## src/rtl/parallel_to_serial_if.sv

```systemverilog
// Word-in / bit-out bus of the serializer: parallel handshake on one side,
// serial bit stream plus status on the other.
interface parallel_to_serial_if #(
  parameter int DEPTH = 3
);
  logic [DEPTH-1:0] in_data;
  logic             in_valid;
  logic             in_ready;
  logic             hold;
  logic             serial_out;
  logic             serial_en;
  logic             busy;
  logic             word_done;

  modport master (
    output in_data,
    output in_valid,
    output hold,
    input  in_ready,
    input  serial_out,
    input  serial_en,
    input  busy,
    input  word_done
  );

  modport slave (
    input  in_data,
    input  in_valid,
    input  hold,
    output in_ready,
    output serial_out,
    output serial_en,
    output busy,
    output word_done
  );
endinterface

```

## src/rtl/parallel_to_serial.sv

```systemverilog
// MSB-first serializer: accepts a DEPTH-bit word on valid/ready and shifts it out
// one bit per clock, reloading on the last bit so consecutive words have no gap.
module parallel_to_serial #(
  parameter int DEPTH = 3
) (
  input  logic                 clk,
  input  logic                 rst,
  parallel_to_serial_if.slave  bus
);

  localparam int CNT_W = $clog2(DEPTH);
  localparam logic [CNT_W-1:0] CNT_LOAD = CNT_W'(DEPTH - 1);

  typedef enum logic {
    IDLE  = 1'b0,
    SHIFT = 1'b1
  } state_t;

  state_t           state_p0, state_nxt;
  logic [DEPTH-1:0] shreg_p0, shreg_nxt;
  logic [CNT_W-1:0] cnt_p0, cnt_nxt;
  logic             done_p0, done_nxt;
  logic             last_bit;
  logic             fire;

  // cnt holds bits remaining minus one, so zero marks the final bit on the wire
  assign last_bit       = (cnt_p0 == '0);
  assign bus.serial_en  = (state_p0 == SHIFT) && !bus.hold;
  assign bus.in_ready   = (state_p0 == IDLE) || ((state_p0 == SHIFT) && last_bit && !bus.hold);
  assign fire           = bus.in_valid && bus.in_ready;
  assign bus.serial_out = shreg_p0[DEPTH-1];
  assign bus.busy       = (state_p0 == SHIFT);
  assign bus.word_done  = done_p0;

  always_comb begin
    state_nxt = state_p0;
    shreg_nxt = shreg_p0;
    cnt_nxt   = cnt_p0;
    done_nxt  = 1'b0;
    unique case (state_p0)
      IDLE: begin
        if (fire) begin
          shreg_nxt = bus.in_data;
          cnt_nxt   = CNT_LOAD;
          state_nxt = SHIFT;
        end
      end
      SHIFT: begin
        if (bus.serial_en) begin
          if (!last_bit) begin
            shreg_nxt = {shreg_p0[DEPTH-2:0], 1'b0};
            cnt_nxt   = cnt_p0 - 1'b1;
          end else begin
            // last bit leaves now; a waiting word loads on this same edge
            done_nxt = 1'b1;
            if (fire) begin
              shreg_nxt = bus.in_data;
              cnt_nxt   = CNT_LOAD;
            end else begin
              shreg_nxt = '0;
              state_nxt = IDLE;
            end
          end
        end
      end
      default: state_nxt = IDLE;
    endcase
  end

  // state / shift register stage
  always_ff @(posedge clk or negedge rst) begin
    if (!rst) begin
      state_p0 <= IDLE;
      shreg_p0 <= '0;
      cnt_p0   <= '0;
      done_p0  <= 1'b0;
    end else begin
      state_p0 <= state_nxt;
      shreg_p0 <= shreg_nxt;
      cnt_p0   <= cnt_nxt;
      done_p0  <= done_nxt;
    end
  end

endmodule
```

## src/flat_wrapper.sv

```systemverilog
// flat-port wrapper written by rule: the top's interface ports become plain ports
module parallel_to_serial_flat 
#(
  parameter int DEPTH = 3
)
  (clk, rst, bus_in_data, bus_in_valid, bus_hold, bus_in_ready, bus_serial_out, bus_serial_en, bus_busy, bus_word_done);
  parallel_to_serial_if #(.DEPTH(DEPTH)) bus_i ();
  input  logic clk;
  input  logic rst;
  input wire logic [$bits(bus_i.in_data)-1:0] bus_in_data;
  input wire logic [$bits(bus_i.in_valid)-1:0] bus_in_valid;
  input wire logic [$bits(bus_i.hold)-1:0] bus_hold;
  output wire logic [$bits(bus_i.in_ready)-1:0] bus_in_ready;
  output wire logic [$bits(bus_i.serial_out)-1:0] bus_serial_out;
  output wire logic [$bits(bus_i.serial_en)-1:0] bus_serial_en;
  output wire logic [$bits(bus_i.busy)-1:0] bus_busy;
  output wire logic [$bits(bus_i.word_done)-1:0] bus_word_done;
  assign bus_i.in_data = bus_in_data;
  assign bus_i.in_valid = bus_in_valid;
  assign bus_i.hold = bus_hold;
  assign bus_in_ready = bus_i.in_ready;
  assign bus_serial_out = bus_i.serial_out;
  assign bus_serial_en = bus_i.serial_en;
  assign bus_busy = bus_i.busy;
  assign bus_word_done = bus_i.word_done;
  parallel_to_serial #(.DEPTH(DEPTH)) u_core (.clk(clk), .rst(rst), .bus(bus_i));
endmodule
```

## config.mk

```make
export PLATFORM = sky130hd
export DESIGN_NAME = parallel_to_serial_flat
export DESIGN_NICKNAME = d
export VERILOG_FILES = /design/src/rtl/parallel_to_serial_if.sv /design/src/rtl/parallel_to_serial.sv /design/src/flat_wrapper.sv
export SDC_FILE = /design/constraint.sdc
export NUM_CORES = 1
export LEC_CHECK = 0
export ABC_AREA = 1
export CAP_MARGIN = 20
export CORE_AREA = 2 2 39 41
export CTS_BUF_LIST = sky130_fd_sc_hd__clkbuf_4 sky130_fd_sc_hd__clkbuf_8 sky130_fd_sc_hd__clkbuf_16
export DETAILED_ROUTE_END_ITERATION = 10
export DIE_AREA = 0 0 41 43
export MAX_ROUTING_LAYER = met4
export PLACE_DENSITY = 0.57
export SYNTH_ARGS = -nofsm -noshare
export SYNTH_HDL_FRONTEND = slang
export SYNTH_SLANG_ARGS = --single-unit
```

## constraint.sdc

```tcl
create_clock -name clk -period 1.1 [get_ports clk]
set_input_delay 0.22 -clock clk [delete_from_list [all_inputs] [get_ports clk]]
set_output_delay 0.22 -clock clk [all_outputs]
set_load 0.01 [all_outputs]
```

Word-level counts from Yosys, hierarchy flattened
Cells that the tools add are included.
{"block": "totals", "ff_bits": 7, "inputBits": 7, "output_inout_bits": 5, "wordCells": 32}
{"block": "op_classes", "addsub": 1, "eq_ne": 2, "n_mux": 16, "bitwise_logic": 1, "reduce_logical": 8}
{"operator": "2-to-1 mux 3 bit", "count": 4}
{"operator": "2-to-1 mux 1 bit", "count": 6}
{"operator": "2-to-1 mux 2 bit", "count": 3}
{"operator": "one-hot mux 3 bit (2 select lines)", "count": 1}
{"operator": "logical AND 1 bit", "count": 4}
{"operator": "one-hot mux 2 bit (2 select lines)", "count": 1}
{"operator": "logical NOT 2 bit", "count": 1}
{"operator": "!= test 2 x 1 -> 1 bit (second input constant)", "count": 1}
{"operator": "!= test 2 bit (second input constant)", "count": 1}
{"operator": "one-hot mux 1 bit (2 select lines)", "count": 1}
{"operator": "AND reduction 2 bit", "count": 1}
{"operator": "subtractor 2 x 1 -> 2 bit (second input constant)", "count": 1}
{"operator": "logical NOT 1 bit", "count": 1}
{"operator": "logical OR 1 bit", "count": 1}
{"operator": "NOT 1 bit", "count": 1}

Longest topological paths before layout
Gate-level depths: netlist of run 1.
{"block": "depth", "ltp_word": 9, "depth_mapped": 6}

Worst setup path before layout of run 1
OpenSTA, ideal clock, no wires.
{"block": "synth_timing", "path_kind": "register to register", "startpoint": "register u_core.state_p0 (netlist: u_core.bus.busy)", "endpoint": "register u_core.shreg_p0[0]", "setup_ps": 83, "arrival_ps": 1002, "required_time_ps": 1017, "path_slack_ps": 15, "path_stages_with_launch": 7, "path_buffers": 0, "cell_sequence": "dfrtp_1 -> inv_2 -> nor2_4 -> nand2_4 -> nand2_1 -> nand3_1 -> o21ai_0"}
{"block": "synth_between", "elab_cells_between_ends": 13, "classes_between": "eq/ne (2); mux (4); bitwise (1); reduce/logical (6)"}
{"item": "from (decl)", "line_no": "parallel_to_serial.sv:19", "text": "state_t state_p0, state_nxt;"}
{"item": "from (signal assigned)", "line_no": "parallel_to_serial.sv:78", "text": "state_p0 <= state_nxt;"}
{"item": "logical AND 1 bit", "line_no": "parallel_to_serial.sv:28", "text": "assign bus.serial_en = (state_p0 == SHIFT) && !bus.hold;"}
{"item": "net bus_serial_en", "line_no": "flat_wrapper.sv:15", "text": "output wire logic [$bits(bus_i.serial_en)-1:0] bus_serial_en;"}
{"item": "!= test 2 bit (no source line)"}
{"item": "AND reduction 2 bit (no source line)"}
{"item": "to (signal assigned)", "line_no": "parallel_to_serial.sv:79", "text": "shreg_p0 <= shreg_nxt;"}
{"item": "to (decl)", "line_no": "parallel_to_serial.sv:20", "text": "logic [DEPTH-1:0] shreg_p0, shreg_nxt;"}
The timed path passes the listed nets, and every way through them passes these cells. The select of a mux whose other input is x is not followed.
A chain may end at the register's enable or synchronous reset.

Worst setup path in the final report of run 1
{"block": "layout_timing", "startpoint": "register u_core.cnt_p0[0]", "endpoint": "output bus_in_ready"}
{"block": "layout_between", "elab_chain_len": 4}
{"item": "from (decl)", "line_no": "parallel_to_serial.sv:21", "text": "logic [CNT_W-1:0] cnt_p0, cnt_nxt;"}
{"item": "from (signal assigned)", "line_no": "parallel_to_serial.sv:80", "text": "cnt_p0 <= cnt_nxt;"}
{"item": "logical NOT 2 bit", "line_no": "parallel_to_serial.sv:27", "text": "assign last_bit = (cnt_p0 == '0);"}
{"item": "logical AND 1 bit (2 in a row)", "line_no": "parallel_to_serial.sv:29", "text": "assign bus.in_ready = (state_p0 == IDLE) || ((state_p0 == SHIFT) && last_bit && !bus.hold);"}
{"item": "logical OR 1 bit", "line_no": "parallel_to_serial.sv:29"}
{"item": "to (decl)", "line_no": "flat_wrapper.sv:13", "text": "output wire logic [$bits(bus_i.in_ready)-1:0] bus_in_ready;"}
Every way passes these cells.

==> key figures, run 1 <==
CTS
  – Worst skew pair latency: 270 ps
  – Inserted Clock Buffers: 3
  – Sink Count: 7
  – # hold bufs at CTS: 0
  – Reg clk slew, reported paths: 60 ps
  – CTS tree: built
  – Clock buffer depth: 2
  – Root Driver: clkbuf_4
  – H-Tree Depth: 1

STA
  – Unrepaired setup endpoints after global routing: yes
  – Max-slew violation count: 0
  – Hold Vio Cnt, Final: 0
  – TNS Setup: -647.8 ps
  – Fmax: 0.7797 GHz
  – Final setup viols: 6
  – Period utilization: 116.6%
  – Max-slew headroom: 76.27%
  – Final min period: 1283 ps
  – Tightest Pin Transition: between 300 and 400 ps
  – Worst Clk Skew: 8.067 ps
  – Hold Slack: 224.7 ps
  – Final WS setup: -182.6 ps

Synth
  – XOR/XNOR Fraction of Synth Area: 0%
  – Seq/Total Area, Yosys: between 40% and 50%
  – Syn avg cell area: 8.884 um2
  – Compound-gate portion of the synthesized area: 17.61%
  – Synth Net Count: 47
  – Cell variety after synth: 14
  – Yosys top cell by area: dfrtp_1
  – Post-Syn Area: 355.3 um2
  – YS warnings: 0
  – Asr flop ratio synth: 100.0%
  – Post-Synth Adder-Cell Area: 0%
  – Largest family of logic cells by synthesized area: simple AND/OR/NAND/NOR gates
  – Post-Synth Simple-Gate Area: 25.70%
  – Synth area leaders: dfrtp_1 49%, nand2_1 12%, inv_1 6.3%
  – EDFF count, synth: 0
  – Cell count after synthesis: 40
  – Primary FF master, synth: dfrtp_1
  – Synth top cells by count: 11 x nand2_1, 7 x dfrtp_1, 6 x inv_1, 3 x nor2_1
  – Mux cell area share after synthesis: 0%
  – Synthesized flop and latch total: 7
  – Synth top area share: 49.30%
  – Count leader, synth: nand2_1

Layout
  – Layout Utilization: 47.74%
  – Antenna diodes: 0
  – Area growth from synthesis to layout: 85.92%
  – Share of post-route cells with drive strength above 1: 50.72%
  – Footprint of the multi-input gates: about 190 um2
  – Register area: 175.2 um2
  – Layout Cells excl Fill: 85
  – Final net count: 77
  – Filler instances: 140

Die
  – I/O pins: 12
  – Die area: roughly 1800 um2
  – Row count: 14
  – Core box area: 1384 um2
  – Chip Width: just over 40 um
  – Initial Util: 25.68%
  – Die Ht: 43 um

Outcome
  – Status: finished, violations left
  – Failing checks: setup timing

Routing
  – Final WL: around 940 um
  – DR vias: 356
  – Starting DRT DRC Count: 2
  – Via density: between 4 and 5
  – Wire per inst: 11.01 um
  – Drt pass-1 iters: 4
  – # DRC: 0
  – DRT antenna net count: 0

Critical path
  – FF-to-FF Start: u_core.cnt_p0[0]$_DFFE_PN0P_
  – Crit path top cell by count: nand2_4
  – Slowest cell on crit path: dfrtp_1
  – Crit path DAT: roughly 1100 ps
  – CP Max Fanout: 2
  – Top delay family on crit path: flip-flops
  – Buf/Inv on CP: 1
  – Max incr delay on CP: 410 ps
  – Crit-path cells: nor2_4 > nand2_4 > nand2_4 > buf_6
  – Startpoint Class: flip-flop
  – Crit path capture type: primary output
  – Worst R2R Path Depth: 9
  – R2R Setup Slk: -150 ps
  – Worst Setup SP: u_core.cnt_p0[0]$_DFFE_PN0P_
  – Critical path data required time: 880 ps
  – Critical path depth: 4
  – Worst setup path class: reg2out

GRT
  – Antenna violations before repair: 0
  – Global-route wire length before repair: between 1 and 1.5 mm
  – GR Util met1: a little over an eighth
  – Gr usage total: about an eighth
  – Vias in the first global route: 328
  – Largest net degree at the start of global routing: 8
  – Met3 usage: 4.712%
  – Total grt overflow: 0
  – Met2 Use GR: between 15 and 20%
  – Busiest grt layer: met2

Min path
  – Hold WC Path Type: in2async

Place
  – Port bufs: 11
  – Pre-CTS WS: -608.5 ps
  – Final HPWL DP: 600.4 um
  – Routability cong.: approximately 0.76
  – Post-Place Cells: 78

Run
  – Max Cap Viol: 0

Pwr
  – Static Leakage: 0.3328 nW
  – Peak supply drop: 0.0007563 V
  – Power per standard cell area: around 2500 nW/um2
## cell type report
| cell class | instances | area share (%) |
|---|---|---|
| well taps | 16 | 3.030 |
| flip-flops and latches | 7 | 26.52 |
| repair buffers | 25 | 33.33 |
| multi-input cells | 26 | 28.60 |
| clock buffers | 4 | 4.545 |
| inverters | 7 | 3.977 |
## flip-flops by register name, indices dropped and copies added (netlist names)
signal,cells
u_core.bus.busy,1
u_core.bus.word_done,1
u_core.cnt_p0,2
u_core.shreg_p0,3
## per-layer routing
metal  up-vias  wire [um]  share of wire, %
met3         2         38               4.1
met4         0         25               2.7
met2         8        510                54
met1       165        362                39
li1        181          -                 -
met5         -          0                 0
## final timing paths
path / end
max: bus_in_ready
min reg2reg: u_core.shreg_p0[2]$_DFFE_PN0P_
min in group clk: u_core.shreg_p0[2]$_DFFE_PN0P_
max reg2reg: u_core.shreg_p0[1]$_DFFE_PN0P_
max in group asynchronous: u_core.shreg_p0[2]$_DFFE_PN0P_
min: u_core.cnt_p0[1]$_DFFE_PN0P_
## through the flow
stage                     power (mW)  instance area [um2]
after global placement         1.169                568.0
final                          1.683                660.6
after global routing           1.805                660.6
after detailed placement       1.180                568.0
after CTS                      1.578                636.9
after floorplan               0.7818                355.3
## cells in the final DEF, fill, tap and decap left out, drive strengths merged, types with 2 or more instances in the layout
| cell | count |
|---|---|
| nand3 | 2 |
| o21ai | 3 |
| nand2 | 12 |
| clkdlybuf4s50 | 5 |
| buf | 17 |
| a21oi | 2 |
| inv | 7 |
| clkbuf | 5 |
| dfrtp | 7 |
| nor2 | 5 |
## power by group
group	leakage [nW]	switching, mW	total (mW)	internal (mW)
Sequential	0.0851	0.0692	0.434	0.365
Clock	0.0184	0.117	0.282	0.165
Combinational	0.229	0.435	0.967	0.531
Total	0.333	0.622	1.68	1.06
## timing repair
action / 4_1_cts / 5_1_grt
hold endpoints to repair: 0 / 0
buffers inserted: 2 / 3
resized for setup: 27 / 5
setup endpoints to repair: 7 / 7
cloned: 0 / 0
pin swaps: 6 / 6
## logic make-up (layout without fill, tap and decap cells)
family,count (synthesis),in the layout
simple gates,19,19
compound gates,7,7
flops,7,7
buf+inv,7,36
## worst reg2reg max path: stages, from the launching register on
cell	delay, ps
dfrtp_1	390
nor2_4	70
buf_4	130
buf_6	100
buf_4	130
nor2_4	70
nand2_1	50
nand2_1	60
inv_2	40
a21oi_2	130
(Power assumes the default switching activity.)
==> inputs of run 2 (changes only) <==
- PLACE_DENSITY: 0.57 -> 0.56
==> run 2 against run 1 <==
Via count grew 0.56%. Worst setup slack worse by 33 ps. Largest power group unchanged. Flip-flop and latch count unchanged. Clock skew fell by 5.2 ps. The flow still finishes with violations (setup timing). Global-route usage fell by 0.71 points. Sequential share of layout area increased by 0.78 points. First-iteration DRC count rose to 3.0 times the previous value.
==> key figures, run 2 (synthesized netlist as in run 1, its figures left out) <==
Outcome
  – Status: finished, violations left (unchanged)
  – Failing checks: setup timing (unchanged)

Die
  – Initial Util: 25.68% (unchanged)
  – Die Ht: 43 um (unchanged)
  – Die area: 1763 um2 (unchanged)
  – I/O pins: 12 (unchanged)
  – Core box area: 1384 um2 (unchanged)
  – Row count: 14 (unchanged)
  – Chip Width: 41 um (unchanged)

Critical path
  – FF-to-FF Start: u_core.bus.busy$_DFF_PN0_ (was u_core.cnt_p0[0]$_DFFE_PN0P_)
  – CP Max Fanout: 2 (unchanged)
  – CP Capture Point: bus_in_ready (unchanged)
  – Crit path capture type: primary output (unchanged)
  – Critical path depth: 6 (was 4)
  – R2R Setup Slk: -170 ps (was -150 ps)
  – Worst setup path class: reg2out (unchanged)
  – Crit path DAT: 1100 ps (was 1060 ps)
  – Startpoint Class: flip-flop (unchanged)
  – Top delay family on crit path: flip-flops (unchanged)
  – Buf/Inv on CP: 3 (was 1)
  – Crit-path cells: inv_2 > nor2_4 > buf_6 > nand2_4 > nand2_4 > buf_6 (was nor2_4 > nand2_4 > nand2_4 > buf_6)
  – Critical path data required time: 880 ps (about the same)
  – Worst Setup SP: u_core.bus.busy$_DFF_PN0_ (was u_core.cnt_p0[0]$_DFFE_PN0P_)
  – Worst R2R Path Depth: 9 (unchanged)
  – Max incr delay on CP: 380 ps (was 410 ps)
  – Reg2Reg Capture Point: u_core.shreg_p0[1]$_DFFE_PN0P_ (unchanged)
  – Slowest cell on crit path: dfrtp_1 (unchanged)

Routing
  – Final WL: 867 um (was 936 um)
  – Starting DRT DRC Count: 6 (was 2)
  – WL met1: 307 um (was 362 um)
  – Metal2 WL: 503 um (was 510 um)
  – Via density: 4.262 (was 4.188)
  – Drt pass-1 iters: 4 (unchanged)
  – DRT antenna net count: 0 (unchanged)
  – Metal3 WL: 56 um (was 38 um)
  – DR vias: 358 (was 356)
  – Wire per inst: 10.32 um (was 11.01 um)
  – # DRC: 0 (unchanged)
  – Uppermost layer routed: met3 (was met4)

Pwr
  – Peak supply drop: 0.0008317 V (was 0.0007563 V)
  – Static Leakage: 0.3269 nW (was 0.3328 nW)
  – Power per standard cell area: 2389 nW/um2 (was 2547 nW/um2)

GRT
  – Largest net degree at the start of global routing: 8 (unchanged)
  – Gr usage total: 11.88% (was 12.59%)
  – Antenna violations before repair: 0 (unchanged)
  – Vias in the first global route: 366 (was 328)
  – Total grt overflow: 0 (unchanged)
  – Global-route wire length before repair: 1.317 mm (was 1.338 mm)

STA
  – Hold Vio Cnt, Final: 0 (unchanged)
  – Unrepaired setup endpoints after global routing: yes (unchanged)
  – Tightest Pin Transition: 325.8 ps (was 354.8 ps)
  – Worst Clk Skew: 2.877 ps (was 8.067 ps)
  – Max-slew headroom: 78.21% (was 76.27%)
  – TNS Setup: -684.9 ps (was -647.8 ps)
  – Final WS setup: -215.2 ps (was -182.6 ps)
  – Period utilization: 119.6% (was 116.6%)
  – Final setup viols: 5 (was 6)
  – Fmax: 0.7603 GHz (was 0.7797 GHz)
  – Max-slew violation count: 0 (unchanged)
  – Final min period: 1315 ps (was 1283 ps)

CTS
  – Inserted Clock Buffers: 3 (unchanged)
  – Sink Count: 7 (unchanged)
  – CTS tree: built (unchanged)
  – Clock buffer depth: 2 (unchanged)
  – Reg clk slew, reported paths: 50 ps (was 60 ps)
  – Root Driver: clkbuf_4 (unchanged)
  – Worst skew pair latency: 250 ps (was 270 ps)
  – H-Tree Depth: 1 (unchanged)

Layout
  – Share of post-route cells with drive strength above 1: 48.53% (was 50.72%)
  – Footprint of the multi-input gates: 183.9 um2 (was 188.9 um2)
  – Max FFs per register: 3 (unchanged)
  – Area growth from synthesis to layout: 80.63% (was 85.92%)
  – Most frequent cells in the layout: 11 x buf_4, 8 x nand2_1, 7 x dfrtp_1 (was 12 x buf_4, 9 x nand2_1, 7 x dfrtp_1)
  – Layout Utilization: 46.38% (was 47.74%)
  – Antenna diodes: 0 (unchanged)
  – Reg with most FFs: u_core.shreg_p0 (unchanged)
  – Most common cell after layout, fill and taps aside: buf_4 (unchanged)
  – Largest registers: u_core.shreg_p0 x3, u_core.cnt_p0 x2 (unchanged)
  – Final net count: 76 (was 77)
  – Register area: 175.2 um2 (unchanged)
  – Filler instances: 145 (was 140)

Place
  – Final HPWL DP: 624.9 um (was 600.4 um)
  – Routability cong.: 0.7415 (was 0.7556)
  – Port bufs: 11 (unchanged)

Min path
  – Hold WC Path Type: in2async (unchanged)

Run
  – Max Cap Viol: 0 (unchanged)
## run 2: worst min-delay path by stage
stage / from / end / slack, ps / cells after the start
floorplan: rst / u_core.bus.busy$_DFF_PN0_ / -80 / 0
global placement: u_core.shreg_p0[2]$_DFFE_PN0P_ / u_core.shreg_p0[2]$_DFFE_PN0P_ / 500 / 2
detailed placement: rst / u_core.cnt_p0[1]$_DFFE_PN0P_ / 500 / 1
CTS: rst / u_core.cnt_p0[1]$_DFFE_PN0P_ / 230 / 1
global route: rst / u_core.cnt_p0[0]$_DFFE_PN0P_ / 250 / 1
finish: rst / u_core.cnt_p0[1]$_DFFE_PN0P_ / 230 / 1
## run 2: report_power, final
part | switching [mW] | leakage (nW) | internal, mW
clock network | 0.0912 | 0.0184 | 0.163
logic | 0.397 | 0.223 | 0.448
registers | 0.0696 | 0.0851 | 0.366
total | 0.558 | 0.327 | 0.976
## run 2: layout make-up
class / instances / area share (%)
repair buffers: 24 / 32.16
well taps: 16 / 3.119
clock buffers: 4 / 4.678
multi-input cells: 26 / 28.65
flip-flops and latches: 7 / 27.29
inverters: 7 / 4.094
## run 2: per-layer routing
| layer | vias to the layer above | GRT usage [%] |
|---|---|---|
| li1 | 179 | - |
| met1 | 169 | 10.42 |
| met2 | 10 | 19.38 |
| met3 | 0 | 7.853 |
| met4 | 0 | 4.000 |
| met5 | - | - |
## run 2: per-stage QoR
| step | hold slack (ps) | instances | total power, mW | setup slack [ps] | cell area (um2) |
|---|---|---|---|---|---|
| after floorplan | -75.59 | 40 | 0.7818 | 15.11 | 355.3 |
| after global placement | 500.0 | 78 | 1.170 | -598.3 | 568.0 |
| after detailed placement | 499.2 | 78 | 1.190 | -625.8 | 568.0 |
| after CTS | 227.5 | 85 | 1.568 | -217.4 | 649.4 |
| after global routing | 247.0 | 84 | 1.662 | -266.5 | 641.9 |
| final | 231.1 | 84 | 1.533 | -215.2 | 641.9 |
## run 2: timing repair
action | CTS | global route
hold endpoints to repair | 0 | 0
gates resized for setup | 25 | 5
endpoints found under the setup margin | 7 | 10
buffers inserted | 3 | 0
hold buffers | 0 | 0
pin swaps | 4 | 4
==> inputs of run 3 (changes only) <==
- GPL_ROUTABILITY_DRIVEN: not set -> 0
==> results of run 3 <==
Final layout, timing and power as in run 2 (identical DEF).
